**config.mk**
```make
export PLATFORM = sky130hd
export DESIGN_NAME = usb_packet_router
export DESIGN_NICKNAME = d
export VERILOG_FILES = /design/src/rtl/usb_packet_router.sv
export SDC_FILE = /design/constraint.sdc
export NUM_CORES = 1
export LEC_CHECK = 0
export CAP_MARGIN = 10
export CORE_MARGIN = 4
export CORE_UTILIZATION = 50
export CTS_CLUSTER_DIAMETER = 100
export DETAILED_ROUTE_END_ITERATION = 10
export GPL_TIMING_DRIVEN = 0
export PLACE_DENSITY = 0.76
export SYNTH_ARGS = -nofsm -noshare
export SYNTH_HDL_FRONTEND = slang
export SYNTH_SLANG_ARGS = --single-unit
```
**constraint.sdc**
```tcl
create_clock -name clk -period 4.38 [get_ports clk]
set_clock_uncertainty 0.15 [all_clocks]
set_input_delay 0.438 -clock clk [delete_from_list [all_inputs] [get_ports clk]]
set_output_delay 0.438 -clock clk [all_outputs]
set_load 0.01 [all_outputs]
```
**src/rtl/usb_packet_router.sv**
```systemverilog
`default_nettype none
// ============================================================================
// usb_packet_router : FT245 byte-stream parser that builds channel samples and mode writes
// Rev 1.0
// ============================================================================
module usb_packet_router #(
    parameter int         SAMPLE_BYTES = 1,
    parameter int         NUM_CH       = 2,
    parameter int         TIMEOUT_CLKS = 65535,
    parameter logic [7:0] MODE_RESET   = 8'h00
) (
    input  logic                      clk,
    input  logic                      rst,
    input  logic [7:0]                byte_data,
    input  logic                      byte_valid,
    output logic                      byte_ready,
    output logic [8*SAMPLE_BYTES-1:0] smp_data,
    output logic [NUM_CH-1:0]         smp_valid,
    input  logic [NUM_CH-1:0]         smp_ready,
    output logic [7:0]                mode_o,
    output logic [7:0]                err_count,
    output logic                      busy
);

    localparam int         SW         = 8 * SAMPLE_BYTES;
    localparam logic [1:0] c_LAST_K   = 2'(SAMPLE_BYTES - 1);
    localparam logic [4:0] c_NUM_CH   = 5'(NUM_CH);
    localparam logic [15:0] c_TO_LIMIT = 16'(TIMEOUT_CLKS - 2);

    typedef enum logic [2:0] {
        S_IDLE    = 3'd0,
        S_CFG     = 3'd1,
        S_LEN     = 3'd2,
        S_PAYLOAD = 3'd3,
        S_DROP    = 3'd4
    } state_t;

    state_t          r_state;
    state_t          w_state_next;
    logic [3:0]      r_ch;
    logic            r_drop;
    logic [7:0]      r_remaining;
    logic [1:0]      r_k;
    logic [SW-1:0]   r_asm;
    logic [15:0]     r_to_cnt;

    logic            w_accept;
    logic            w_pending;
    logic            w_hs;
    logic            w_to_run;
    logic            w_to_fire;
    logic            w_last_byte;
    logic            w_last_sample;
    logic            w_ch_ok;
    logic            w_bad_hdr;
    logic            w_err_inc;
    logic            w_smp_done;
    logic [SW-1:0]   w_asm_next;
    logic [NUM_CH-1:0] w_ch_onehot;

    // A pending sample blocks payload bytes unless it is being taken this cycle,
    // so a completed sample can never overwrite one that has not been handed off.
    assign w_pending     = |smp_valid;
    assign w_hs          = |(smp_valid & smp_ready);
    assign byte_ready    = (r_state != S_PAYLOAD) || !(w_pending && !w_hs);
    assign w_accept      = byte_valid && byte_ready;
    assign busy          = (r_state != S_IDLE);

    assign w_last_byte   = (r_k == c_LAST_K);
    assign w_last_sample = (r_remaining == 8'd0);
    assign w_ch_ok       = ({1'b0, byte_data[3:0]} < c_NUM_CH);
    assign w_bad_hdr     = (r_state == S_IDLE) && w_accept && byte_data[7] && !w_ch_ok;
    assign w_to_run      = (r_state != S_IDLE) && byte_ready && !byte_valid;
    assign w_to_fire     = w_to_run && (r_to_cnt == c_TO_LIMIT);
    assign w_err_inc     = w_bad_hdr || w_to_fire;
    assign w_smp_done    = (r_state == S_PAYLOAD) && w_accept && w_last_byte;

    always_comb begin
        w_ch_onehot = '0;
        for (int i = 0; i < NUM_CH; i++) begin
            if (r_ch == 4'(i)) w_ch_onehot[i] = 1'b1;
        end
        w_asm_next = r_asm;
        for (int i = 0; i < SAMPLE_BYTES; i++) begin
            if (r_k == 2'(i)) w_asm_next[8*i +: 8] = byte_data;
        end
    end

    always_ff @(posedge clk or negedge rst) begin
        if (!rst) begin
            r_state <= S_IDLE;
        end else begin
            r_state <= w_state_next;
        end
    end

    always_comb begin
        w_state_next = r_state;
        case (r_state)
            S_IDLE: begin
                if (w_accept) w_state_next = byte_data[7] ? S_LEN : S_CFG;
            end
            S_CFG: begin
                if (w_accept) w_state_next = S_IDLE;
            end
            S_LEN: begin
                if (w_accept) w_state_next = r_drop ? S_DROP : S_PAYLOAD;
            end
            S_PAYLOAD, S_DROP: begin
                if (w_accept && w_last_byte && w_last_sample) w_state_next = S_IDLE;
            end
            default: w_state_next = S_IDLE;
        endcase
        if (w_to_fire) w_state_next = S_IDLE;
    end

    always_ff @(posedge clk or negedge rst) begin
        if (!rst) begin
            r_ch        <= '0;
            r_drop      <= 1'b0;
            r_remaining <= '0;
            r_k         <= '0;
            r_asm       <= '0;
            r_to_cnt    <= '0;
            smp_data    <= '0;
            smp_valid   <= '0;
            mode_o      <= MODE_RESET;
            err_count   <= '0;
        end else begin
            if (w_accept || w_to_fire) begin
                r_to_cnt <= '0;
            end else if (w_to_run) begin
                r_to_cnt <= r_to_cnt + 16'd1;
            end

            if (w_hs) smp_valid <= '0;
            if (w_smp_done) begin
                smp_data  <= w_asm_next;
                smp_valid <= w_ch_onehot;
            end

            if (w_err_inc && (err_count != 8'hFF)) err_count <= err_count + 8'd1;

            case (r_state)
                S_IDLE: begin
                    if (w_accept && byte_data[7]) begin
                        r_ch   <= byte_data[3:0];
                        r_drop <= !w_ch_ok;
                    end
                end
                S_CFG: begin
                    if (w_accept) mode_o <= byte_data;
                end
                S_LEN: begin
                    if (w_accept) begin
                        r_remaining <= byte_data;
                        r_k         <= '0;
                    end
                end
                S_PAYLOAD, S_DROP: begin
                    if (w_accept) begin
                        if (r_state == S_PAYLOAD) r_asm <= w_asm_next;
                        if (w_last_byte) begin
                            r_k <= '0;
                            if (!w_last_sample) r_remaining <= r_remaining - 8'd1;
                        end else begin
                            r_k <= r_k + 2'd1;
                        end
                    end
                end
                default: ;
            endcase

            // An abort throws away only the partial sample; a pending one still drains.
            if (w_to_fire) begin
                r_k   <= '0;
                r_asm <= '0;
            end
        end
    end

endmodule
`default_nettype wire
```
==> run metrics, run 1 <==
die height 89.0 um; antenna-violating nets left 0; CTS H-tree depth 3; GRT overflow 0; predominant post-synthesis flop cell dfrtp_1; Placer Congestion 0.878; Setup CP Type input port to output pin; vias post-DR 2618; TritonCTS Buffers 9; R2R Setup Slk 2120 ps; hold depth 1; Max-slew headroom 0.561; critical path arrival 2250 ps; # Max-Cap Violations 0; synthesized flop and latch total 60; Clock transition at path regs 70 ps; Multi-input gate area 1640 um^2; Layout area overhead 22.5%; leakage 1.67 nW; period utilization 0.647; Starting Density 0.516; largest family of logic cells by synthesized area simple AND/OR/NAND/NOR gates; WP data required 3790 ps; synthesized area 3280 um^2; Core ar. 6350 um^2; fill count 526; Syn Area/Cell 10.4 um^2; unrepaired setup endpoints after global routing false; Hold Path Class flop to flop; # setup viols final 0; later-pin clock latency in the skew report 340 ps; hpwl dp 5.04 mm; worst r2r src r_k[0]; total track usage 0.198; row count 29; measured slew at the worst slew-check pin 659 ps; Worst Hold Launch r_ch[0]; fin area 4010 um^2; PD cells 588 nW/um^2; Final Non-Filler Cells 450; EDFF count, synth 0; Worst Hold End smp_valid[0]; f_max 353 MHz; Syn Nets 336; status complete, no violations; minimum clock period 2830 ps; DIE AREA 7910 um^2; CP bufs+invs 3; share of layout cells above drive strength 1 0.177; setup ws final 1550 ps; Routed WL 7.15 mm; Iter 0 DRT Violations 171; critical path's top delay family buffers and inverters; Final Max Slew Viols 0; Worst Setup End Kind output pin; vias in the first global route 2515; final hold vios 0; 1st-pass router iterations 5; CP max-delay cell clkdlybuf4s50_1; Ports 41; mux share of post-synthesis cell area 0.0752; critical-path maximum fanout 9; CTS tree built; critical path's most frequent cell clkdlybuf4s50_1; Final Core Density 0.632; worst r2r path cells 8; wire per inst 15.9 um; nets 389; DP Cell Count 434; Storage cell area 1500 um^2; initial antenna violation count 0; Synth Area in Adders 0.0267; Placement Setup Slack 1540 ps; synth unique cells 63; Placed Area 3790 um^2; xor and xnor fraction of the mapped netlist area 0.0508; IO buf count 40; detailed-route DRC error count 0; Seq/Total Area, Yosys 0.458; post-synthesis instance total 316; Startpoint Class input port; CTS Sinks 60; Synth async-reset ratio 1.00; synth warn 0; Avg Vias per Cell 5.82; Synth Area in Compound Gates 0.129; n_diodes 0; global-route wire length before repair 12.1 mm; clk root buf clkbuf_8; worst vdd ir 366 uV; critical-path cell list clkdlybuf4s50_1 > a22o_1 > nor3_4 > inv_2 > clkdlybuf4s50_1; Clock Path Buffers 2; simple-gate area share of the yosys netlist 0.218; delay of the slowest critical-path stage 530 ps; worst r2r dst r_remaining[6]; setup TNS 0 ps; Die Width 89.0 um; largest net degree at the start of global routing 34
## final cells by class
type | count | area share
Multi-Input combinational cell | 230 | 0.408
Sequential cell | 60 | 0.374
Timing Repair Buffer | 42 | 0.106
Clock buffer | 11 | 0.0352
Tap cell | 77 | 0.0240
Buffer | 15 | 0.0237
Clock inverter | 4 | 0.0184
Inverter | 11 | 0.0103
## kinds of logic after synthesis
kind of cell | count (synthesis)
buf+inv | 26
simple gates | 122
mux | 22
fa+ha+maj | 7
xor+xnor | 19
compound gates | 60
flops | 60
## synth_stat cells (all sizes together), types with 2 or more instances
cell type | number | area, um^2
mux2 | 21 | 236
a2111oi | 2 | 42.5
o21ai | 17 | 85.1
nor2b | 2 | 12.5
nand4 | 12 | 81.3
xor2 | 8 | 70.1
a211oi | 5 | 42.5
or3 | 5 | 31.3
nor4bb | 3 | 30.0
inv | 11 | 41.3
a21oi | 16 | 83.8
nand3 | 6 | 30.0
nor3b | 5 | 42.5
clkbuf | 3 | 11.3
buf | 12 | 83.8
nand2 | 23 | 86.3
ha | 7 | 87.6
and4 | 3 | 31.3
a22oi | 3 | 22.5
nor2 | 33 | 124
nor4b | 3 | 26.3
nor4 | 5 | 37.5
and3 | 2 | 12.5
o31ai | 2 | 15.0
nor3 | 10 | 72.6
o311ai | 2 | 17.5
dfrtp | 60 | 1500
o211ai | 2 | 20.0
nand3b | 3 | 22.5
xnor2 | 11 | 96.3
## metrics by stage
step                      total power, W  hold slack (ps)
after global placement           0.00180              316
after floorplan                  0.00145            -7.59
after detailed placement         0.00182              328
after CTS                        0.00238              351
after global routing             0.00252              372
final                            0.00236              340
## worst register-to-register path: cells and delay by family, from the launching register on
family	cells	cell delay [ps]
AOI/OAI and AO/OA	4	580
and+or+nand+nor	1	490
DFF	1	380
buffers and inverters	2	330
adders and majority gates	1	230
## timing repair
| action | 4_1_cts | 5_1_grt |
|---|---|---|
| setup endpoints to repair | 0 | 0 |
| setup buffers | 0 | 0 |
| hold buffers | 1 | 0 |
| endpoints found under the hold margin | 15 | 0 |
| resized for setup | 0 | 0 |
## power breakdown
group	internal, W	switching, W	leakage [nW]	total (W)
Combinational	0.000478	0.000449	0.793	0.000928
Sequential	0.000732	0.000153	0.771	0.000885
Clock	0.000333	0.000215	0.109	0.000548
Total	0.00154	0.000818	1.67	0.00236
## placed cells by master (no fill, tap or decap), types with 9 or more instances in the layout
| cell | synthesis | routed |
|---|---|---|
| dfrtp_1 | 60 | 60 |
| clkdlybuf4s50_1 | 0 | 39 |
| nor2_1 | 33 | 33 |
| nand2_1 | 23 | 23 |
| mux2_2 | 21 | 21 |
| a21oi_1 | 15 | 15 |
| nand4_1 | 11 | 11 |
| xnor2_1 | 11 | 11 |
| clkbuf_8 | 0 | 10 |
| inv_1 | 9 | 9 |
| o21ai_0 | 9 | 9 |
## routing by layer
metal	share of wire	wire, um	global-route usage	vias up
met3	0.047	336	0.0544	10
met2	0.46	3300	0.299	51
met5	0	0	0	-
met4	0.013	90	0.0582	0
met1	0.48	3430	0.282	1292
li1	-	-	-	1265
## registers in the layout (all words and copies together) (netlist names), 3 cells and up
name / cells
r_state: 3
r_remaining: 8
mode_o: 8
err_count: 8
r_ch: 4
r_to_cnt: 16
smp_data: 8
## how the worst max path moves through the flow
stage               depth (start not counted)          from              to  slack [ps]
global route                                5  smp_ready[0]      byte_ready        1450
global placement                            1           rst    err_count[7]         720
detailed placement                          5  smp_ready[0]      byte_ready        1540
CTS                                         5  smp_ready[0]      byte_ready        1520
finish                                      5  smp_ready[0]      byte_ready        1550
floorplan                                   8        r_k[0]  r_remaining[1]        2350
Note: power is estimated with default switching activity, not from simulation.
==> inputs of run 2 (changes only) <==
clock period = 2.8 ns   (was 4.38 ns; I/O delays follow)
==> results of run 2 <==
Same layout as run 1 (identical final DEF). Status: complete, no violations.
Among the figures that moved: setup slack after placement 1540 ps -> 232 ps; setup slack after layout 1550 ps -> 258 ps; start point of the critical path smp_ready[0] -> smp_valid[0]; register-to-register setup slack 2120 ps -> 540 ps; total power 0.00236 W -> 0.00369 W; worst IR drop on VDD 366 uV -> 573 uV
==> inputs of run 3 (changes only) <==
CTS_CLUSTER_SIZE = 24   (was not set)
==> results of run 3 <==
Same layout as run 1 (identical final DEF). Status: complete, no violations.
Among the figures that moved: setup slack after placement 1540 ps -> 232 ps; setup slack after layout 1550 ps -> 258 ps; start point of the critical path smp_ready[0] -> smp_valid[0]; register-to-register setup slack 2120 ps -> 540 ps; total power 0.00236 W -> 0.00369 W; worst IR drop on VDD 366 uV -> 573 uV
